[config.mk]
export PLATFORM = sky130hd
export DESIGN_NAME = mbist_march_engine
export DESIGN_NICKNAME = d
export VERILOG_FILES = /design/src/rtl/mbist_march_engine.sv
export SDC_FILE = /design/constraint.sdc
export NUM_CORES = 1
export LEC_CHECK = 0
export CORE_MARGIN = 3
export CORE_UTILIZATION = 45
export DETAILED_ROUTE_END_ITERATION = 8
export GPL_ROUTABILITY_DRIVEN = 0
export GPL_TIMING_DRIVEN = 0
export PLACE_DENSITY = 0.72
export RECOVER_POWER = 50
export SYNTH_ARGS = -nofsm -noshare
export SYNTH_HDL_FRONTEND = slang
export SYNTH_SLANG_ARGS = --single-unit
[constraint.sdc]
create_clock -name clk -period 2.85 [get_ports clk]
set_input_delay 0.57 -clock clk [delete_from_list [all_inputs] [get_ports clk]]
set_output_delay 0.57 -clock clk [all_outputs]
set_load 0.1 [all_outputs]
[src/rtl/mbist_march_engine.sv]
// March C- / MATS+ memory BIST sequencer for one synchronous single-port RAM.
// Issues one RAM op per cycle and tracks pass/fail, first failing address and a saturating fail count.
module mbist_march_engine #(
    parameter int AWIDTH = 4,
    parameter int DWIDTH = 8,
    parameter int CWIDTH = 8
) (
    input  logic              clk,
    input  logic              rst,
    input  logic              test_mode,
    input  logic              alg_sel,
    input  logic              bg_sel,
    output logic              mem_en,
    output logic              mem_we,
    output logic [AWIDTH-1:0] mem_addr,
    output logic [DWIDTH-1:0] mem_wdata,
    input  logic [DWIDTH-1:0] mem_rdata,
    output logic              bist_done,
    output logic              bist_status,
    output logic [AWIDTH-1:0] fail_addr,
    output logic [CWIDTH-1:0] fail_count
);

    typedef enum logic [1:0] {IDLE, RUN, DRAIN, DONE} state_t;

    localparam logic [AWIDTH-1:0] ADDR_MAX = '1;
    localparam logic [CWIDTH-1:0] CNT_MAX  = '1;

    state_t            state;
    state_t            state_nxt;
    logic              alg_q;
    logic              bg_q;
    logic [2:0]        elem;
    logic              op_idx;
    logic [AWIDTH-1:0] addr;
    logic              rd_pending;
    logic [DWIDTH-1:0] exp_data;
    logic [AWIDTH-1:0] rd_addr;
    logic              fail_flag;

    logic [2:0]        elem_last;
    logic              two_ops;
    logic              elem_down;
    logic              next_down;
    logic              op_rd;
    logic              op_val;
    logic              at_end;
    logic              op_last;
    logic              last_op;
    logic              miscompare;
    logic [DWIDTH-1:0] cur_data;

    // Logical-0 pattern: zeros, or 0101.. at even / 1010.. at odd addresses.
    function automatic logic [DWIDTH-1:0] bg_word(input logic bg, input logic [AWIDTH-1:0] a);
        logic [DWIDTH-1:0] w;
        w = '0;
        if (bg) begin
            for (int i = 0; i < 2 * (DWIDTH / 2); i++) begin
                w[i] = ~i[0];
            end
            if (a[0]) begin
                w = ~w;
            end
        end
        return w;
    endfunction

    // Both algorithms share the op pattern: first op reads (except E0), second op writes the inverse.
    always_comb begin
        elem_last = alg_q ? 3'd2 : 3'd5;
        if (alg_q) begin
            two_ops   = (elem == 3'd1) || (elem == 3'd2);
            elem_down = (elem == 3'd2);
            next_down = (elem == 3'd1);
        end else begin
            two_ops   = (elem >= 3'd1) && (elem <= 3'd4);
            elem_down = (elem == 3'd3) || (elem == 3'd4);
            next_down = (elem == 3'd2) || (elem == 3'd3);
        end
        op_rd      = !op_idx && (elem != 3'd0);
        op_val     = op_idx ? elem[0] : ((elem != 3'd0) && !elem[0]);
        at_end     = elem_down ? (addr == '0) : (addr == ADDR_MAX);
        op_last    = !two_ops || op_idx;
        last_op    = op_last && at_end && (elem == elem_last);
        cur_data   = bg_word(bg_q, addr) ^ {DWIDTH{op_val}};
        miscompare = rd_pending && (mem_rdata != exp_data);
    end

    always_ff @(posedge clk) begin
        if (!rst) begin
            state <= IDLE;
        end else begin
            state <= state_nxt;
        end
    end

    always_comb begin
        state_nxt = state;
        case (state)
            IDLE:    if (test_mode) state_nxt = RUN;
            RUN:     if (!test_mode) state_nxt = IDLE;
                     else if (last_op) state_nxt = DRAIN;
            DRAIN:   state_nxt = test_mode ? DONE : IDLE;
            DONE:    if (!test_mode) state_nxt = IDLE;
            default: state_nxt = IDLE;
        endcase
    end

    always_comb begin
        mem_en    = (state == RUN);
        mem_we    = (state == RUN) && !op_rd;
        mem_addr  = (state == RUN) ? addr : '0;
        mem_wdata = ((state == RUN) && !op_rd) ? cur_data : '0;
    end

    always_ff @(posedge clk) begin
        if (!rst) begin
            alg_q       <= 1'b0;
            bg_q        <= 1'b0;
            elem        <= 3'd0;
            op_idx      <= 1'b0;
            addr        <= '0;
            rd_pending  <= 1'b0;
            exp_data    <= '0;
            rd_addr     <= '0;
            fail_flag   <= 1'b0;
            fail_addr   <= '0;
            fail_count  <= '0;
            bist_done   <= 1'b0;
            bist_status <= 1'b0;
        end else begin
            // A read is compared the cycle after issue; aborted reads are dropped.
            rd_pending <= (state == RUN) && test_mode && op_rd;
            exp_data   <= cur_data;
            rd_addr    <= addr;
            if (miscompare) begin
                if (fail_count != CNT_MAX) begin
                    fail_count <= fail_count + 1'b1;
                end
                if (!fail_flag) begin
                    fail_flag <= 1'b1;
                    fail_addr <= rd_addr;
                end
            end
            if ((state == IDLE) && test_mode) begin
                alg_q      <= alg_sel;
                bg_q       <= bg_sel;
                elem       <= 3'd0;
                op_idx     <= 1'b0;
                addr       <= '0;
                fail_flag  <= 1'b0;
                fail_addr  <= '0;
                fail_count <= '0;
            end else if (state == RUN) begin
                if (!op_last) begin
                    op_idx <= 1'b1;
                end else begin
                    op_idx <= 1'b0;
                    if (at_end) begin
                        elem <= elem + 3'd1;
                        addr <= next_down ? ADDR_MAX : '0;
                    end else begin
                        addr <= elem_down ? addr - 1'b1 : addr + 1'b1;
                    end
                end
            end
            bist_done   <= (state == DONE) && test_mode;
            bist_status <= (state == DONE) && test_mode && (fail_count == '0);
        end
    end

endmodule

==> flow_summary_export.csv <==
group,metric,value,unit
clocking,clock-sinks,34,
drt,detailroute.via_count,1736,
floorplan,dieArea,0.00517,mm2
yosys,post_synth_inst_count,228,
yosys,synth.avg_cell_area,8.57,um2
yosys,syn_nets,251,
global_route,grt_pass1_wl,7120,um
power_and_ir_drop,pwr_density_cell,384,mW/mm2
yosys,share_of_synthesized_flip_flops_with_an_asynchronous_set_or_reset,0,%
floorplan,placementRows,23,
timing,maxSlewHeadroom,34.8,%
timing,setup_violations,0,
clocking,clkSlewWorstSetupHoldPaths,70,ps
timing,grt_setup_unrepaired,"no",
critical_path,timing_worst_setup_path_type,"register to output pin",
drt,antenna_left,0,
critical_path,critical_path.endpoint_type,"output pin",
critical_path,cp_data_arrival_time,2130,ps
clocking,clock_insertion_delay_worst_skew,280,ps
floorplan,io_pins,41,
yosys,synth.cell_area,0.00195,mm2
cells_and_area,antenna_cells_inserted,0,
cells_and_area,seqCellArea,681,um2
power_and_ir_drop,p_leak,1.00,nW
global_route,grt_antenna_before_repair,0,
yosys,yosys_most_used_dff,"sky130_fd_sc_hd__dfxtp_1",
floorplan,die_wd,71.9,um
clocking,cts-buffers-inserted,5,
floorplan,start_util,47.8,%
global_route,grt_usage,17.2,%
power_and_ir_drop,worst_ir_drop_vdd,0.000219,V
yosys,yosys_warn_count,0,
drt,total_iterations_of_the_first_detailed_routing_run,4,
drt,drt-vias-per-instance,5.29,
global_route,number_of_global_route_vias_before_repair,1566,
floorplan,design.core.area,0.00409,mm2
run,maxCapViolCount,0,
placement,hpwlAfterDp,3170,um
yosys,synth.yosys.seq_area_share,34.8,%
outcome,outcome,"completed",
cells_and_area,syn2layout_area_growth,27.5,%
yosys,synth-edff-count,0,
clocking,cts-htree-levels,2,
timing,final.min_clock_period,2700,ps
yosys,synth.ff_latch_count,34,
timing,achievable-frequency,0.370,GHz
cells_and_area,nets,300,
cells_and_area,multiInputGateArea,0.00113,mm2
hold_path,hold_path_class,"register to register",
critical_path,start_kind,"register",
critical_path,worst_ep_required,2280,ps
drt,detail_route.drc_violations,0,
drt,wl,4340,um
cells_and_area,fin_util,61.0,%
yosys,synth.lib_cells_used.distinct,48,
clocking,cts_tree,"yes",
global_route,grt-ovfl-total,0,
timing,number_of_max_slew_violations_in_the_final_report,0,
critical_path,timing.critical_path.fanout_max,9,
drt,detailed_route_wire_length_per_cell,13.2,um
cells_and_area,layout-drive-gt1-share,13.3,%
timing,fin_worst_hold_slack,440,ps
clocking,cts.path.max_buffers,2,
timing,timing.final.crit_share,94.8,%
drt,detail_route.iter0.violations,80,
timing,tightestPinTransition,975,ps
timing,report.final.hold_viol_count,0,
global_route,grt_start_max_net_pins,12,
clocking,clk_root_buffer_cell,"sky130_fd_sc_hd__clkbuf_8",
timing,clock-skew-final,5.26,ps
cells_and_area,nFillCells,390,
floorplan,fp.dieH,71.9,um
placement,portBuffers,40,
## final timing paths
check	from	endpoint	slack, ps	cells after the start
worst max register to register	elem[0]	addr[2]	160	8
worst max-delay path	elem[0]	mem_wdata[1]	150	6
worst min register to register	rd_addr[2]	fail_addr[2]	440	2
worst min-delay path	rd_addr[2]	fail_addr[2]	440	2
## synth_stat cells (2+ instances only)
cell type	instances	share of area [%]
sky130_fd_sc_hd__a21oi_1	14	3.6
sky130_fd_sc_hd__a31oi_1	2	0.64
sky130_fd_sc_hd__and2_1	11	3.5
sky130_fd_sc_hd__and3_1	5	1.6
sky130_fd_sc_hd__and4_1	2	0.90
sky130_fd_sc_hd__buf_4	8	3.1
sky130_fd_sc_hd__buf_6	2	1.2
sky130_fd_sc_hd__clkbuf_1	5	0.96
sky130_fd_sc_hd__dfxtp_1	34	35
sky130_fd_sc_hd__ha_1	9	5.8
sky130_fd_sc_hd__inv_1	10	1.9
sky130_fd_sc_hd__mux2i_1	9	4.6
sky130_fd_sc_hd__mux2i_4	2	2.3
sky130_fd_sc_hd__nand2_1	18	3.5
sky130_fd_sc_hd__nand2b_1	4	1.3
sky130_fd_sc_hd__nand3_1	13	3.3
sky130_fd_sc_hd__nand3_2	2	1.0
sky130_fd_sc_hd__nand4_1	5	1.6
sky130_fd_sc_hd__nor2_1	14	2.7
sky130_fd_sc_hd__nor2b_1	3	0.96
sky130_fd_sc_hd__nor3_1	8	2.0
sky130_fd_sc_hd__nor4_1	2	0.64
sky130_fd_sc_hd__o21a_1	2	0.77
sky130_fd_sc_hd__o21ai_0	10	2.6
sky130_fd_sc_hd__o31ai_1	4	1.5
sky130_fd_sc_hd__or3_1	3	0.96
sky130_fd_sc_hd__or4_1	3	1.2
sky130_fd_sc_hd__xnor2_1	4	1.8
## placed cells by master, fill, tap and decap left out, types with 3 or more instances in the layout
cell / Yosys / final
sky130_fd_sc_hd__a21oi_1: 14 / 14
sky130_fd_sc_hd__and2_0: 0 / 4
sky130_fd_sc_hd__and2_1: 11 / 7
sky130_fd_sc_hd__and3_1: 5 / 5
sky130_fd_sc_hd__buf_2: 0 / 5
sky130_fd_sc_hd__buf_4: 8 / 9
sky130_fd_sc_hd__clkbuf_1: 5 / 8
sky130_fd_sc_hd__clkbuf_8: 0 / 6
sky130_fd_sc_hd__clkdlybuf4s50_1: 0 / 14
sky130_fd_sc_hd__dfxtp_1: 34 / 34
sky130_fd_sc_hd__dlygate4sd2_1: 0 / 4
sky130_fd_sc_hd__dlygate4sd3_1: 0 / 12
sky130_fd_sc_hd__ha_1: 9 / 9
sky130_fd_sc_hd__inv_1: 10 / 9
sky130_fd_sc_hd__mux2i_1: 9 / 10
sky130_fd_sc_hd__nand2_1: 18 / 18
sky130_fd_sc_hd__nand2b_1: 4 / 4
sky130_fd_sc_hd__nand3_1: 13 / 13
sky130_fd_sc_hd__nand4_1: 5 / 5
sky130_fd_sc_hd__nor2_1: 14 / 12
sky130_fd_sc_hd__nor2b_1: 3 / 3
sky130_fd_sc_hd__nor3_1: 8 / 8
sky130_fd_sc_hd__o21ai_0: 10 / 11
sky130_fd_sc_hd__o31ai_1: 4 / 4
sky130_fd_sc_hd__or3_1: 3 / 3
sky130_fd_sc_hd__or4_1: 3 / 4
sky130_fd_sc_hd__xnor2_1: 4 / 4
## worst max-delay path, stage by stage, from the launching register on
cell	delay (ps)
sky130_fd_sc_hd__dfxtp_1	480
sky130_fd_sc_hd__inv_1	120
sky130_fd_sc_hd__ha_1	270
sky130_fd_sc_hd__a21o_1	220
sky130_fd_sc_hd__nand2_1	190
sky130_fd_sc_hd__nor2_4	80
sky130_fd_sc_hd__clkdlybuf4s18_2	480
## cell families after synthesis
logic type | after synthesis | share of synthesized area [%]
simple gates | 98 | 27.3
compound gates | 43 | 13.8
flops | 34 | 34.8
buf+inv | 26 | 7.30
mux | 12 | 7.68
fa+ha+maj | 10 | 6.79
xor+xnor | 5 | 2.24
## final cells by class
type,count,share of cell area (%)
clock buffers,6,3.31
inverters,10,1.66
repair buffers,42,15.4
plain buffers,16,4.07
well taps,50,2.51
clock inverters,2,0.502
multi-input cells,168,45.2
flip-flops and latches,34,27.3
## metrics by stage
stage	instance area, um2	setup slack (ps)	setup TNS [ps]	std cells	power, mW
after global routing	2490	13.3	0	328	0.989
after CTS	2540	31.5	0	326	0.966
after floorplan	1970	142	0	228	0.562
final	2490	148	0	328	0.956
after detailed placement	2440	-228	-1610	318	0.599
after global placement	2440	-223	-1590	318	0.598
## layer usage
layer | vias up | wire length, um | share of wire (%) | track usage, %
li1 | 907 | - | - | -
met1 | 788 | 2030 | 47 | 22.7
met2 | 34 | 2050 | 47 | 27.9
met3 | 7 | 190 | 4.4 | 3.74
met4 | 0 | 57 | 1.3 | 5.85
met5 | - | 0 | 0 | 0
## registers in the layout, indices dropped and copies added (netlist names)
| signal | flops |
|---|---|
| addr | 4 |
| elem | 3 |
| op_idx | 1 |
| alg_q | 1 |
| state | 2 |
| bg_q | 1 |
| fail_flag | 1 |
| fail_count | 8 |
| rd_pending | 1 |
| rd_addr | 4 |
| fail_addr | 4 |
| bist_status | 1 |
| bist_done | 1 |
| exp_data | 2 |
## timing repair
| item | in CTS | in global routing |
|---|---|---|
| gates cloned | 0 | 0 |
| resized for setup | 31 | 14 |
| buffers inserted | 0 | 2 |
| setup endpoints to repair | 13 | 9 |
| hold buffers | 0 | 0 |
## power by group
group / internal [mW] / total [mW] / switching (mW)
clock network: 0.194 / 0.372 / 0.178
logic: 0.0367 / 0.101 / 0.0640
registers: 0.480 / 0.483 / 0.00351
(Power assumes the default switching activity.)
